[src/rtl/velocity_mem_ctrl_pkg.sv]
// Shared definitions for the velocity cell memory controllers: velocity word
// layout {vz,vy,vx} and sequencer state encodings.
package velocity_mem_ctrl_pkg;

  localparam int FLOAT_WIDTH    = 32;
  localparam int VX_LSB         = 0;
  localparam int VY_LSB         = FLOAT_WIDTH;
  localparam int VZ_LSB         = 2 * FLOAT_WIDTH;
  localparam int VEL_WORD_WIDTH = 3 * FLOAT_WIDTH;

  typedef enum logic [2:0] {
    ST_IDLE     = 3'd0,
    ST_RD_CNT   = 3'd1,
    ST_WAIT_CNT = 3'd2,
    ST_STREAM   = 3'd3,
    ST_DRAIN    = 3'd4,
    ST_DONE     = 3'd5
  } vmc_state_e;

endpackage

[src/rtl/velocity_rd_tag_pipe.sv]
// Valid+address delay line matching the memory read latency, so each returned
// word can be tagged with the address it was read from.
module velocity_rd_tag_pipe #(
  parameter int DEPTH      = 1,
  parameter int ADDR_WIDTH = 8
) (
  input  logic                  clk,
  input  logic                  rst_n,
  input  logic                  in_valid_i,
  input  logic [ADDR_WIDTH-1:0] in_addr_i,
  output logic                  out_valid_o,
  output logic [ADDR_WIDTH-1:0] out_addr_o
);

  logic [DEPTH-1:0]      vld_q;
  logic [ADDR_WIDTH-1:0] addr_q [DEPTH];

  // Shift register of read tags; reset drops every in-flight tag.
  always_ff @(posedge clk or negedge rst_n) begin
    if (!rst_n) begin
      vld_q <= '0;
      for (int i = 0; i < DEPTH; i++) begin
        addr_q[i] <= '0;
      end
    end else begin
      vld_q[0]  <= in_valid_i;
      addr_q[0] <= in_addr_i;
      for (int i = 1; i < DEPTH; i++) begin
        vld_q[i]  <= vld_q[i-1];
        addr_q[i] <= addr_q[i-1];
      end
    end
  end

  assign out_valid_o = vld_q[DEPTH-1];
  assign out_addr_o  = addr_q[DEPTH-1];

endmodule

[src/rtl/velocity_mem_ctrl.sv]
// Sweep sequencer and write-priority port arbiter for the single-port
// velocity cell memory (address 0 = particle count, 1..N = velocities).
module velocity_mem_ctrl
  import velocity_mem_ctrl_pkg::*;
#(
  parameter int DATA_WIDTH     = VEL_WORD_WIDTH,
  parameter int PARTICLE_NUM   = 220,
  parameter int ADDR_WIDTH     = 8,
  parameter int MEM_RD_LATENCY = 1
) (
  input  logic                  clk,
  input  logic                  rst,
  input  logic                  start,
  output logic                  busy,
  output logic                  done,
  output logic [ADDR_WIDTH-1:0] particle_count,
  output logic                  out_valid,
  output logic [ADDR_WIDTH-1:0] out_addr,
  output logic [DATA_WIDTH-1:0] out_data,
  input  logic                  wr_valid,
  input  logic [ADDR_WIDTH-1:0] wr_addr,
  input  logic [DATA_WIDTH-1:0] wr_data,
  output logic                  wr_err,
  output logic [ADDR_WIDTH-1:0] mem_address,
  output logic [DATA_WIDTH-1:0] mem_data,
  output logic                  mem_rden,
  output logic                  mem_wren,
  input  logic [DATA_WIDTH-1:0] mem_q
);

  localparam int                    LAT_W    = (MEM_RD_LATENCY > 1) ? $clog2(MEM_RD_LATENCY) : 1;
  localparam logic [LAT_W-1:0]      LAT_LAST = LAT_W'(MEM_RD_LATENCY - 1);
  localparam logic [ADDR_WIDTH-1:0] MAX_ADDR = ADDR_WIDTH'(PARTICLE_NUM - 1);

  vmc_state_e            state_q, state_d;
  logic [ADDR_WIDTH-1:0] ptr_q, ptr_d;
  logic [ADDR_WIDTH-1:0] count_q, count_d;
  logic [LAT_W-1:0]      lat_q, lat_d;
  logic                  wr_err_q, wr_err_d;

  logic                  sweep_s;
  logic                  start_acc_s;
  logic                  wr_legal_s;
  logic                  wr_illegal_s;
  logic                  rd_req_s;
  logic [ADDR_WIDTH-1:0] rd_addr_s;
  logic                  tag_push_s;
  logic [ADDR_WIDTH-1:0] cnt_raw_s;
  logic [ADDR_WIDTH-1:0] cnt_clamp_s;

  assign sweep_s      = (state_q != ST_IDLE);
  assign start_acc_s  = (state_q == ST_IDLE) && start;
  // While sweeping, writes beyond the captured count would target words not in this sweep.
  assign wr_legal_s   = wr_valid && (wr_addr != '0) && (wr_addr <= MAX_ADDR) &&
                        (!sweep_s || (wr_addr <= count_q));
  assign wr_illegal_s = wr_valid && !wr_legal_s;
  assign cnt_raw_s    = mem_q[ADDR_WIDTH-1:0];
  assign cnt_clamp_s  = (cnt_raw_s > MAX_ADDR) ? MAX_ADDR : cnt_raw_s;
  assign wr_err_d     = wr_illegal_s ? 1'b1 : (start_acc_s ? 1'b0 : wr_err_q);

  // Next-state logic; any read request is held in place while a write owns the port.
  always_comb begin
    state_d    = state_q;
    ptr_d      = ptr_q;
    count_d    = count_q;
    lat_d      = lat_q;
    rd_req_s   = 1'b0;
    rd_addr_s  = '0;
    tag_push_s = 1'b0;
    case (state_q)
      ST_IDLE: begin
        if (start) begin
          state_d = ST_RD_CNT;
        end else begin
          state_d = ST_IDLE;
        end
      end
      ST_RD_CNT: begin
        rd_req_s = 1'b1;
        if (!wr_legal_s) begin
          state_d = ST_WAIT_CNT;
          lat_d   = '0;
        end else begin
          state_d = ST_RD_CNT;
        end
      end
      ST_WAIT_CNT: begin
        if (lat_q == LAT_LAST) begin
          count_d = cnt_clamp_s;
          if (cnt_clamp_s == '0) begin
            state_d = ST_DONE;
          end else begin
            ptr_d   = ADDR_WIDTH'(1);
            state_d = ST_STREAM;
          end
        end else begin
          lat_d = lat_q + LAT_W'(1);
        end
      end
      ST_STREAM: begin
        rd_req_s  = 1'b1;
        rd_addr_s = ptr_q;
        if (!wr_legal_s) begin
          tag_push_s = 1'b1;
          ptr_d      = ptr_q + ADDR_WIDTH'(1);
          if (ptr_q == count_q) begin
            state_d = ST_DRAIN;
            lat_d   = '0;
          end else begin
            state_d = ST_STREAM;
          end
        end else begin
          state_d = ST_STREAM;
        end
      end
      ST_DRAIN: begin
        if (lat_q == LAT_LAST) begin
          state_d = ST_DONE;
        end else begin
          lat_d = lat_q + LAT_W'(1);
        end
      end
      ST_DONE: begin
        state_d = ST_IDLE;
      end
      default: begin
        state_d = ST_IDLE;
      end
    endcase
  end

  // Sequencer state, pointer, captured count and sticky write error.
  always_ff @(posedge clk or negedge rst) begin
    if (!rst) begin
      state_q  <= ST_IDLE;
      ptr_q    <= '0;
      count_q  <= '0;
      lat_q    <= '0;
      wr_err_q <= 1'b0;
    end else begin
      state_q  <= state_d;
      ptr_q    <= ptr_d;
      count_q  <= count_d;
      lat_q    <= lat_d;
      wr_err_q <= wr_err_d;
    end
  end

  velocity_rd_tag_pipe #(
    .DEPTH      (MEM_RD_LATENCY),
    .ADDR_WIDTH (ADDR_WIDTH)
  ) u_tag_pipe (
    .clk         (clk),
    .rst_n       (rst),
    .in_valid_i  (tag_push_s),
    .in_addr_i   (ptr_q),
    .out_valid_o (out_valid),
    .out_addr_o  (out_addr)
  );

  assign mem_wren       = wr_legal_s;
  assign mem_rden       = rd_req_s && !wr_legal_s;
  assign mem_address    = wr_legal_s ? wr_addr : rd_addr_s;
  assign mem_data       = wr_data;
  assign out_data       = mem_q;
  assign busy           = sweep_s;
  assign done           = (state_q == ST_DONE);
  assign particle_count = count_q;
  assign wr_err         = wr_err_q;

endmodule

[config.mk]
export PLATFORM = sky130hd
export DESIGN_NAME = velocity_mem_ctrl
export DESIGN_NICKNAME = d
export VERILOG_FILES = /design/src/rtl/velocity_mem_ctrl_pkg.sv /design/src/rtl/velocity_rd_tag_pipe.sv /design/src/rtl/velocity_mem_ctrl.sv
export SDC_FILE = /design/constraint.sdc
export NUM_CORES = 1
export LEC_CHECK = 0
export CAP_MARGIN = 15
export CORE_AREA = 8 8 160 162
export CTS_CLUSTER_SIZE = 24
export DETAILED_ROUTE_END_ITERATION = 16
export DIE_AREA = 0 0 168 170
export PLACE_DENSITY = 0.47
export SLEW_MARGIN = 10
export SYNTH_ARGS = -nofsm -noshare
export SYNTH_HDL_FRONTEND = slang
export SYNTH_HIERARCHICAL = 1
export SYNTH_SLANG_ARGS = --single-unit
[constraint.sdc]
create_clock -name clk -period 4.41 [get_ports clk]
set_input_delay 1.323 -clock clk [delete_from_list [all_inputs] [get_ports clk]]
set_output_delay 1.323 -clock clk [all_outputs]
set_load 0.05 [all_outputs]
; Word-level counts from Yosys, hierarchy flattened
; Cells that the tools add are included.
; Widths: inputs -> output; s select.
[op_classes]
add_sub_neg = 2
magnitude_cmp = 3
n_eq_ne = 12
muxes = 25
n_bitwise = 1
reduce_logical = 22
[ops]
columns = cell, n
row1 = $mux 8, 6
row2 = $pmux 8 s2, 1
row3 = $mux 3, 5
row4 = $pmux 3 s5, 1
row5 = $ne 2x2->1 const B, 6
row6 = $mux 1, 10
row7 = $add 8x1->8 const B, 1
row8 = $eq 8x8->1, 1
row9 = $gt 8x8->1 const B, 1
row10 = $le 8x8->1, 1
row11 = $le 8x8->1 const B, 1
row12 = $logic_not 8->1, 1
row13 = $reduce_and 4->1, 2
row14 = $reduce_bool 8->1, 1
row15 = $eq 3x2->1 const B, 2
row16 = $eq 3x3->1 const B, 2
row17 = $logic_and 1x1->1, 6
row18 = $reduce_bool 3->1, 2
row19 = $reduce_and 2->1, 2
row20 = $reduce_bool 2->1, 2
row21 = $reduce_or 2->1, 2
row22 = $eq 3x1->1 const B, 1
row23 = $logic_not 3->1, 1
row24 = $pmux 1 s3, 1
row25 = other kinds (5), 6
[word_totals]
ff_bits = 30
out_inout_bits = 222
wordCells = 72

; Longest topological paths before layout
; Gate-level depths: netlist (run 1).
[logic_depth]
word_depth = 7
mapped_depth = 8
mapped_depth_nobuf = 8

; Hierarchy
; The synthesis (run 1) kept the hierarchy.
[modules_own_cells]
columns = module, instances, cells_each, area_each_um2, seq_area_each_um2
row1 = velocity_mem_ctrl, 1, 378, 3024.2, 500.5
row2 = velocity_rd_tag_pipe, 1, 9, 225.2, 225.2

; Least setup slack after synthesis (run 1)
; OpenSTA, ideal clock, no wires.
[synth_path]
path_type = input to output
start = in wr_addr[3]
end = out mem_address[5]
arrival_time_ps = 3869
setup_slack_ps = -782
stages = 6
path_cell_list = ha_1 > and4_1 > a2111o_1 > nand2_1 > inv_2 > o31ai_1
[synth_via]
elab_chain_cells = 5
elab_cells_between_ends = 8
cone_classes = 2 x order compare / 1 x mux / 5 x reduce/logical
[synth_lines]
columns = item, line
row1 = start: declaration, velocity_mem_ctrl.sv:21  ; input logic [ADDR_WIDTH-1:0] wr_addr,
row2 = "parallel branches: the longest is 3 deep, another holds $le 8x8->1", -
row3 = $logic_and 1x1->1 *, velocity_mem_ctrl.sv:54  ; assign wr_legal_s = wr_valid && (wr_addr != '0) && (wr_addr <= MAX_ADDR) &&
row4 = via mem_wren, velocity_mem_ctrl.sv:27  ; output logic mem_wren,
row5 = $mux 8 *, velocity_mem_ctrl.sv:163  ; assign mem_address = wr_legal_s ? wr_addr : rd_addr_s;
row6 = end: declaration, velocity_mem_ctrl.sv:24  ; output logic [ADDR_WIDTH-1:0] mem_address,
; Mark *: on every way through the listed nets, which the timed path passes.

; Final worst setup path (run 1)
[layout_path]
start = in wr_addr[3]
end = out mem_address[6]
[layout_via]
elab_chain_cells = 5
elab_cells_between_ends = 8
cone_classes = 2 x order compare / 1 x mux / 5 x reduce/logical
[layout_lines]
columns = item, line
row1 = "parallel branches: the longest is 3 deep, another holds $le 8x8->1", -
row2 = $logic_and 1x1->1 *, velocity_mem_ctrl.sv:54
row3 = $mux 8 *, velocity_mem_ctrl.sv:163
; Every way passes the cells marked *.

==> flow_metrics.tcl, run 1 <==
set metrics [dict create \
    status "complete, no violations" \
    seqPwrFrac_pct 22.2 \
    core_area_um2 23100 \
    num_antenna_cells 0 \
    max-vdd-ir-drop_mv 0.261 \
    worstPathRequired_ns 3.09 \
    portBuffers 57 \
    grt_max_degree 30 \
    fmax_mhz 229 \
    worst_pin_slew_ns 0.605 \
    fin_crit_ns 4.37 \
    clk_pin_slew_worst_paths_ns 0.05 \
    initial_core_util_pct 14.1 \
    synth_fa_ha_area_share_pct 3.47 \
    power_density_nw_per_um2 771 \
    cts_root_buf "clkbuf_16" \
    crit_buf_inv 2 \
    clockBufferDepth 2 \
    final_area_um2 3230 \
    cts_tree "done" \
    first_pass_iters 4 \
    grt_pass1_vias 2256 \
    setup_tns_ns 0 \
    numCtsBuffers 5 \
    synth_xor_area_share_pct 2.16 \
    antenna_found_initial 0 \
    ys_types 51 \
    nNetsFinal 486 \
    finalClockSkew_ns 0.00335 \
    cts_htree_levels 2 \
    synthTopCellsByArea "buf_4 44%, dfrtp_1 22%, ha_1 3.5%" \
    cap_violations 0 \
    drc 0 \
    fin_crit_sh_pct 99.2 \
    p_sw_uw 1260 \
    slowest_stage "a2111o_1" \
    dp.final_hpwl_um 11200 \
    p_sw_share_pct 50.6 \
    syn-cell-area_um2 3250 \
    setup_viol 0 \
    via_count 2109 \
    route.antenna.remaining_nets 0 \
    critPathTopFamily "compound AO/OA/AOI/OAI gates" \
    synth_seq_cells 29 \
    drt-vias-per-instance 3.74 \
    synth.top_cells.by_count "192 x buf_4, 29 x dfrtp_1, 22 x nand2_1" \
    yosys.area_share.simple_pct 11.4 \
    slowest_delay_ns 0.47 \
    drtIter0Drc 90 \
    synth_area_leader_cell "buf_4" \
    grt.total_usage_pct 8.66 \
    wl_per_cell_um 22.9 \
    synthArstFlopShare_pct 100 \
    die_w_um 168 \
    synth_most_common_cell "buf_4" \
    pre_cts_ws_ns -0.431 \
    whs_path_depth 0 \
    clk_latency_ns 0.28 \
    synth_edf_count 0 \
    place.gp.congestion 0.828 \
    syn_area_per_cell_um2 8.40 \
    die_area_um2 28600 \
    min-delay-start "ptr_q[7]" \
    rrSetupSlack_ns 2.02 \
    synth_compound_area_share_pct 11.4 \
    reg2reg_to "ptr_q[2]" \
    area_growth_pct -0.539 \
    grt_pass1_wl_um 17700 \
    wirelength_um 12900 \
    leakagePower_uw 0.00126 \
    nFillCells 2580 \
    crit_fanout 5 \
    synthMuxAreaShare_pct 1.35 \
    slew_headroom_pct 59.6 \
    synthCells 387 \
    placementRows 56 \
    worst_setup_path_start_kind "input pin" \
    power_uw 2490 \
    yosys_warnings 6 \
    clock_sinks 29 \
    r2r_start "particle_count[1]" \
    crit_path_cell_trace "clkdlybuf4s15_2 > ha_4 > a21oi_1 > a2111o_1 > nand2_4 > mux2_2 > buf_6" \
    netlist.area_leader.share_pct 44.4 \
    hold_path_end "u_tag_pipe/out_addr_o[7]" \
    intPower_uw 1230 \
    setup_ws_ns 0.0360 \
    grt_setup_unrepaired "yes" \
    fin_hold_ws_ns 0.437 \
    drive_gt1_share_pct 31.4 \
    synthFlopType "dfrtp_1" \
    synth_top_family_by_area "buffers and inverters" \
    die_height_um 170 \
    pwr-share-clk_pct 13.2 \
    ys_seq_area_share_pct 22.3 \
    r2r_cells 8 \
    hold_viol 0 \
    place_area_um2 2940 \
    end_kind "output port" \
    ios 426 \
    report.final.slew_viol_count 0 \
    hold_path.class "flop to flop" \
    grt_overflow_total 0 \
    critPathArrivalTime_ns 3.05 \
    path_class "input pin to output port" \
    synth_fp_nets 600 \
    combPwrFrac_pct 64.6 \
]
## placed cells by master (no fill, tap or decap), types with 7 or more instances in the layout
cell type        synthesis  layout
nand3_1                 14      14
o21ai_0                 14      10
nand2_1                 22      21
clkdlybuf4s50_1          0      31
nor2_1                   8       8
dfrtp_1                 29      29
ha_4                     0       7
buf_4                  192      29
buf_12                   0       8
inv_1                   14      13
xor2_1                   8       8
## per-stage QoR
stage	instances	utilization (%)
6_report	564	14.0
3_3_place_gp	553	12.8
4_1_cts	564	13.9
5_1_grt	564	14.0
2_1_floorplan	387	-
3_5_place_dp	553	12.8
## power groups by stage
| stage | Clock [µW] | Sequential [µW] | Combinational (µW) |
|---|---|---|---|
| after floorplan | 0 | 735 | 1190 |
| after global routing | 346 | 573 | 1720 |
| after global placement | 0 | 558 | 1510 |
| after CTS | 335 | 557 | 1610 |
| final | 329 | 553 | 1610 |
| after detailed placement | 0 | 561 | 1520 |
## kinds of logic after synthesis
logic type | count (synthesis)
buffers and inverters | 217
AND/OR/NAND/NOR | 70
AO/OA/AOI/OAI | 50
flip-flops | 29
adder cells (fa/ha/maj) | 9
XOR/XNOR | 8
multiplexers | 4
## sequential cells by signal (all words and copies together), names as in the netlist
register	count
wr_err	1
ptr_q	8
particle_count	8
u_tag_pipe/out_valid_o	1
state_q	3
u_tag_pipe/out_addr_o	8
## how the worst max path moves through the flow
stage	start	cells after the start	to	slack, ns
after floorplan	wr_addr[1]	7	mem_address[5]	0.02
after global placement	wr_addr[0]	10	mem_rden	-0.42
after detailed placement	wr_addr[0]	10	mem_rden	-0.43
after CTS	wr_addr[1]	9	mem_rden	0.005
after global routing	wr_addr[3]	8	mem_rden	-0.05
final	wr_addr[3]	7	mem_address[6]	0.04
## what timing repair did
item	CTS	global route
cloned	0	0
setup endpoints to repair	10	7
hold buffers	0	0
pin swaps	12	7
buffers inserted	3	0
resized for setup	50	3
## per-layer routing
| layer | up-vias | GRT usage (%) | wire length, µm |
|---|---|---|---|
| met3 | 63 | 8.57 | 2780 |
| met5 | - | 0 | 0 |
| li1 | 872 | - | - |
| met1 | 948 | 6.04 | 3270 |
| met4 | 0 | 4.04 | 515 |
| met2 | 226 | 15.1 | 6370 |
## final cells by class
| type | count | area [µm²] | share of cell area, % |
|---|---|---|---|
| multi-input combinational | 141 | 1140 | 35.3 |
| timing repair buffer | 80 | 792 | 24.5 |
| sequential | 29 | 726 | 22.5 |
| tap | 290 | 363 | 11.2 |
| clock buffer | 5 | 125 | 3.87 |
| inverter | 16 | 67.6 | 2.09 |
| clock inverter | 3 | 17.5 | 0.542 |
Power figures use the tool's default switching activity.
==> run 2: changes to the inputs <==
--- a/config.mk
+++ b/config.mk
@@ -6,11 +6,13 @@
 export NUM_CORES = 1
 export LEC_CHECK = 0
 export CAP_MARGIN = 15
-export CORE_AREA = 8 8 160 162
+export CORE_AREA = 8 8 159 161
 export CTS_CLUSTER_SIZE = 24
 export DETAILED_ROUTE_END_ITERATION = 16
-export DIE_AREA = 0 0 168 170
-export PLACE_DENSITY = 0.47
+export DIE_AREA = 0 0 167 169
+export DONT_BUFFER_PORTS = 1
+export GPL_TIMING_DRIVEN = 0
+export PLACE_DENSITY = 0.3
 export SLEW_MARGIN = 10
 export SYNTH_ARGS = -nofsm -noshare
 export SYNTH_HDL_FRONTEND = slang
==> run 2 against run 1 <==
Against the previous run:
- the run now ends with setup timing left
- via count is 24% higher
- final cell count is 24% higher
- largest cell class is now non-clock buffers
- register-to-register slack worse by 0.61 ns
- combinational power is 7% lower
- core utilization is 3.4 points higher
- clock skew is 0.00080 ns lower
- clock power is 10% higher
- die area is 1.2% lower
- setup slack worse by 0.11 ns
- clock-buffer cell count is 2 higher
- design area is 23% higher
- global-route usage is 1.8 points higher
==> flow_metrics.tcl, run 2 (synthesized netlist as in run 1, its figures left out) <==
set metrics [dict create \
    critPathArrivalTime_ns 3.17 \
    violations "setup timing" \
    via_count 2606 \
    regArea_um2 726 \
    fmax_mhz 223 \
    utilization_pct 17.4 \
    nFillCells 2591 \
    crit_path_cell_trace "inv_1 > ha_1 > and2b_1 > o211ai_2 > a2111o_1 > nand2_4 > inv_8 > o31ai_4" \
    area_growth_pct 22.8 \
    crit_fanout 8 \
    hold_path.class "flop to flop" \
    clock_sinks 29 \
    cap_violations 0 \
    crit_path_start "wr_addr[0]" \
    clk_latency_ns 0.27 \
    power_uw 2640 \
    initial_core_util_pct 14.2 \
    numCtsBuffers 5 \
    worst_setup_path_start_kind "input pin" \
    drtIter0Drc 100 \
    setup_viol 4 \
    fin_crit_sh_pct 102 \
    die_w_um 167 \
    reg2reg_to "state_q[0]" \
    clockBufferDepth 2 \
    final_cell_mix "203 x buf_4, 29 x dfrtp_1, 21 x nand2_1" \
    crit_buf_inv 2 \
    ios 426 \
    grt_setup_unrepaired "yes" \
    portBuffers 0 \
    max-vdd-ir-drop_mv 0.224 \
    route.antenna.remaining_nets 0 \
    place_inst 677 \
    wirelength_um 16400 \
    wl_per_cell_um 23.3 \
    leakagePower_uw 0.00189 \
    grt_max_degree 30 \
    grt_overflow_total 0 \
    first_pass_iters 6 \
    cts_root_buf "clkbuf_16" \
    fin_crit_ns 4.49 \
    pre_cts_ws_ns -0.255 \
    report.final.slew_viol_count 0 \
    critPathTopFamily "compound AO/OA/AOI/OAI gates" \
    antenna_found_initial 4 \
    drt-vias-per-instance 3.72 \
    status "finished with violations" \
    final_common_cell "buf_4" \
    setup_ws_ns -0.0783 \
    grt_pass1_wl_um 22300 \
    die_area_um2 28200 \
    multi_input_area_um2 1070 \
    rrSetupSlack_ns 1.41 \
    grt.total_usage_pct 10.4 \
    drc 0 \
    slowest_stage "o31ai_4" \
    drive_gt1_share_pct 58.7 \
    final_cells 701 \
    clk_pin_slew_worst_paths_ns 0.05 \
    path_depth 8 \
    core_area_um2 22900 \
    r2r_cells 10 \
    crit_end "mem_address[5]" \
    nNetsFinal 619 \
    place.gp.congestion 0.865 \
    slowest_delay_ns 0.59 \
    cts_htree_levels 2 \
    cts_tree "done" \
    finalClockSkew_ns 0.00255 \
    end_kind "output port" \
    r2r_start "particle_count[1]" \
    die_height_um 169 \
    dp.final_hpwl_um 14800 \
    worstPathRequired_ns 3.09 \
    power_density_nw_per_um2 661 \
    cts-hold-fix-buffers 0 \
    path_class "input pin to output port" \
    placementRows 56 \
    hold_viol 0 \
    grt_pass1_vias 3008 \
    slew_headroom_pct 57.6 \
    worst_pin_slew_ns 0.635 \
]
==> run 2: changes by cell type in the layout (fill, tap and decap cells not counted), moves of 2 or more <==
cell	previous run	this run
buf_12	8	0
buf_2	5	1
buf_4	29	203
buf_6	6	4
clkbuf_1	0	5
clkbuf_8	0	2
clkdlybuf4s50_1	31	0
diode_2	0	4
ha_1	2	8
ha_4	7	1
mux2_2	3	1
mux2_4	0	2
==> run 2: layer usage <==
layer	track usage, %	part of all wire (%)	vias up
li1	-	-	1141
met1	10.1	32	1243
met2	20.1	58	207
met3	3.98	9.1	15
met4	3.09	1.5	0
met5	0	0	-
==> run 2: power breakdown <==
part,switching [µW],internal [µW]
sequential,406,381
clock,124,239
combinational,1020,470
total,1550,1090
==> run 2: worst min path at each step <==
stage             start                       end  slack, ns  cells past startpoint
6_report       ptr_q[2]  u_tag_pipe/out_addr_o[2]       0.37                      0
5_1_grt        ptr_q[4]  u_tag_pipe/out_addr_o[4]       0.40                      0
4_1_cts        ptr_q[2]  u_tag_pipe/out_addr_o[2]       0.38                      0
3_5_place_dp   ptr_q[2]  u_tag_pipe/out_addr_o[2]       0.36                      0
3_3_place_gp   ptr_q[3]  u_tag_pipe/out_addr_o[3]       0.37                      0
2_1_floorplan  ptr_q[2]  u_tag_pipe/out_addr_o[2]       0.35                      0
==> run 2: cell type report <==
type | instances | share of cell area [%]
antenna | 4 | 0.251
buffer | 201 | 37.6
clock buffer | 7 | 3.83
clock inverter | 1 | 0.125
inverter | 16 | 1.69
multi-input combinational | 141 | 26.9
sequential | 29 | 18.2
tap | 290 | 9.09
timing repair buffer | 12 | 2.35
==> run 2: timing repair <==
action / CTS / global route
pin swaps: 4 / 8
endpoints found under the setup margin: 9 / 9
setup buffers: 3 / 9
cloned: 0 / 0
resized for setup: 8 / 2
==> run 2: through the flow <==
| step | setup TNS (ns) | hold WS, ns | instance area, µm² |
|---|---|---|---|
| final | -0.152 | 0.374 | 3990 |
| after global routing | -0.618 | 0.396 | 3990 |
| after CTS | -0.668 | 0.375 | 3890 |
| after detailed placement | -1.36 | 0.363 | 3670 |
| after global placement | -1.57 | 0.367 | 3670 |
| after floorplan | 0 | 0.352 | 3300 |
==> run 2: worst register-to-register path, stage by stage (launching register included) <==
cell	delay, ns
dfrtp_1	0.74
inv_1	0.17
ha_1	0.35
and2b_1	0.14
o211ai_2	0.12
a2111o_1	0.44
buf_4	0.16
buf_4	0.13
buf_6	0.14
a21oi_1	0.27
and4b_1	0.24
==> run 3: changes to the inputs <==
--- a/config.mk
+++ b/config.mk
@@ -6,13 +6,14 @@
 export NUM_CORES = 1
 export LEC_CHECK = 0
 export CAP_MARGIN = 15
-export CORE_AREA = 8 8 159 161
+export CORE_AREA = 4 4 164 166
 export CTS_CLUSTER_SIZE = 24
 export DETAILED_ROUTE_END_ITERATION = 16
-export DIE_AREA = 0 0 167 169
+export DIE_AREA = 0 0 168 170
 export DONT_BUFFER_PORTS = 1
 export GPL_TIMING_DRIVEN = 0
 export PLACE_DENSITY = 0.3
+export REMOVE_ABC_BUFFERS = 1
 export SLEW_MARGIN = 10
 export SYNTH_ARGS = -nofsm -noshare
 export SYNTH_HDL_FRONTEND = slang
==> run 3 against run 2 <==
Against the previous run:
- the run still ends with setup timing left
- total power shrank 19%
- maximum frequency down 0.77%
- first-iteration DRC count up 72%
- largest cell class is now multi-input gates
==> flow_metrics.tcl, run 3 (synthesized netlist as in run 1, its figures left out) <==
set metrics [dict create \
    status "finished with violations" \
    violations "setup timing" \
    setup_viol 5 \
    ios 426 \
    leakagePower_uw 0.000911 \
    clk_pin_slew_worst_paths_ns 0.06 \
    grt_max_degree 30 \
    grt.total_usage_pct 29.2 \
    wirelength_um 43700 \
    numCtsBuffers 5 \
    initial_core_util_pct 12.7 \
    dp.final_hpwl_um 41500 \
    hold_viol 0 \
    placementRows 59 \
    route.antenna.remaining_nets 0 \
    report.final.slew_viol_count 0 \
    slew_headroom_pct 45.1 \
    die_area_um2 28600 \
    grt_pass1_vias 2123 \
    worst_pin_slew_ns 0.824 \
    drtIter0Drc 172 \
    min-delay-start "ptr_q[7]" \
    wl_per_cell_um 81.2 \
    crit_buf_inv 2 \
    critPathTopFamily "compound AO/OA/AOI/OAI gates" \
    grt_pass1_wl_um 48600 \
    fin_crit_ns 4.52 \
    core_area_um2 25600 \
    whs_path_depth 0 \
    clockBufferDepth 2 \
    place.gp.congestion 1.06 \
    cts_tree "done" \
    clk_latency_ns 0.29 \
    utilization_pct 9.86 \
    path_class "input pin to output port" \
    cap_violations 0 \
    worst_setup_path_start_kind "input pin" \
    grt_overflow_total 0 \
    die_w_um 168 \
    num_antenna_cells 0 \
    worstPathRequired_ns 3.09 \
    via_count 2246 \
    portBuffers 0 \
    crit_fanout 8 \
    first_pass_iters 4 \
    nNetsFinal 415 \
    r2r_start "particle_count[1]" \
    final_cell_mix "29 x dfrtp_1, 21 x nand2_1, 14 x nand3_1" \
    grt_setup_unrepaired "yes" \
    drc 0 \
    crit_path_start "wr_addr[0]" \
    drive_gt1_share_pct 21.2 \
    clock_sinks 29 \
    setup_ws_ns -0.113 \
    max-vdd-ir-drop_mv 0.215 \
    final_common_cell "dfrtp_1" \
    setup_tns_ns -0.403 \
    crit_path_cell_trace "clkinvlp_4 > ha_4 > and2b_1 > o211ai_2 > a2111o_2 > nand2_4 > inv_12 > o31ai_4" \
    antenna_found_initial 0 \
    slowest_delay_ns 0.61 \
    cts_htree_levels 2 \
    nFillCells 2931 \
    r2r_cells 8 \
    hold_path.class "flop to flop" \
    area_growth_pct -22.3 \
    power_density_nw_per_um2 844 \
    critPathArrivalTime_ns 3.20 \
    cts_root_buf "clkbuf_16" \
    drt-vias-per-instance 4.17 \
    fmax_mhz 221 \
    end_kind "output port" \
    finalClockSkew_ns 0.00479 \
    die_height_um 170 \
    fin_crit_sh_pct 103 \
    path_depth 8 \
    slowest_stage "o31ai_4" \
]
-- run 3: stage by stage --
step	hold slack [ns]	total power, µW	area [µm²]	instances	worst slack, ns
floorplan	0.392	1380	1750	186	-0.915
global placement	0.439	1630	2170	521	-1.54
detailed placement	0.434	1650	2180	521	-1.05
CTS	0.447	2100	2490	535	-0.126
global route	0.471	2240	2530	538	-0.168
finish	0.451	2130	2530	538	-0.113
-- run 3: cell type report --
type	count	area [µm²]	share of cell area (%)
inverters	16	76.3	3.02
multi-input cells	141	1090	43.3
clock inverters	3	17.5	0.693
well taps	335	419	16.6
clock buffers	5	125	4.95
repair buffers	9	67.6	2.67
flip-flops and latches	29	726	28.7
-- run 3: layer usage --
layer | routed length [µm] | global-route usage, % | vias to the layer above
met4 | 3430 | 17.9 | 6
li1 | - | - | 729
met2 | 24100 | 57.5 | 504
met5 | 425 | 10.2 | -
met3 | 11900 | 38.1 | 78
met1 | 3760 | 7.06 | 929
-- run 3: report_power, final --
| group | switching (µW) | total (µW) | internal (µW) |
|---|---|---|---|
| clock | 140 | 347 | 207 |
| sequential | 490 | 869 | 380 |
| combinational | 606 | 914 | 308 |
| total | 1240 | 2130 | 895 |
-- run 3: final timing paths --
check / end / slack (ns)
min: u_tag_pipe/out_addr_o[7] / 0.45
min in group asynchronous: u_tag_pipe/out_addr_o[5] / 0.73
min reg2reg: u_tag_pipe/out_addr_o[7] / 0.45
max in group asynchronous: u_tag_pipe/out_addr_o[4] / 3.60
max reg2reg: ptr_q[3] / 1.47
max: mem_address[5] / -0.11
-- run 3: repair_timing --
item,CTS,global route
setup buffers,6,3
pin swaps,5,3
hold buffers,0,0
gates resized for setup,24,2
setup endpoints to repair,10,8
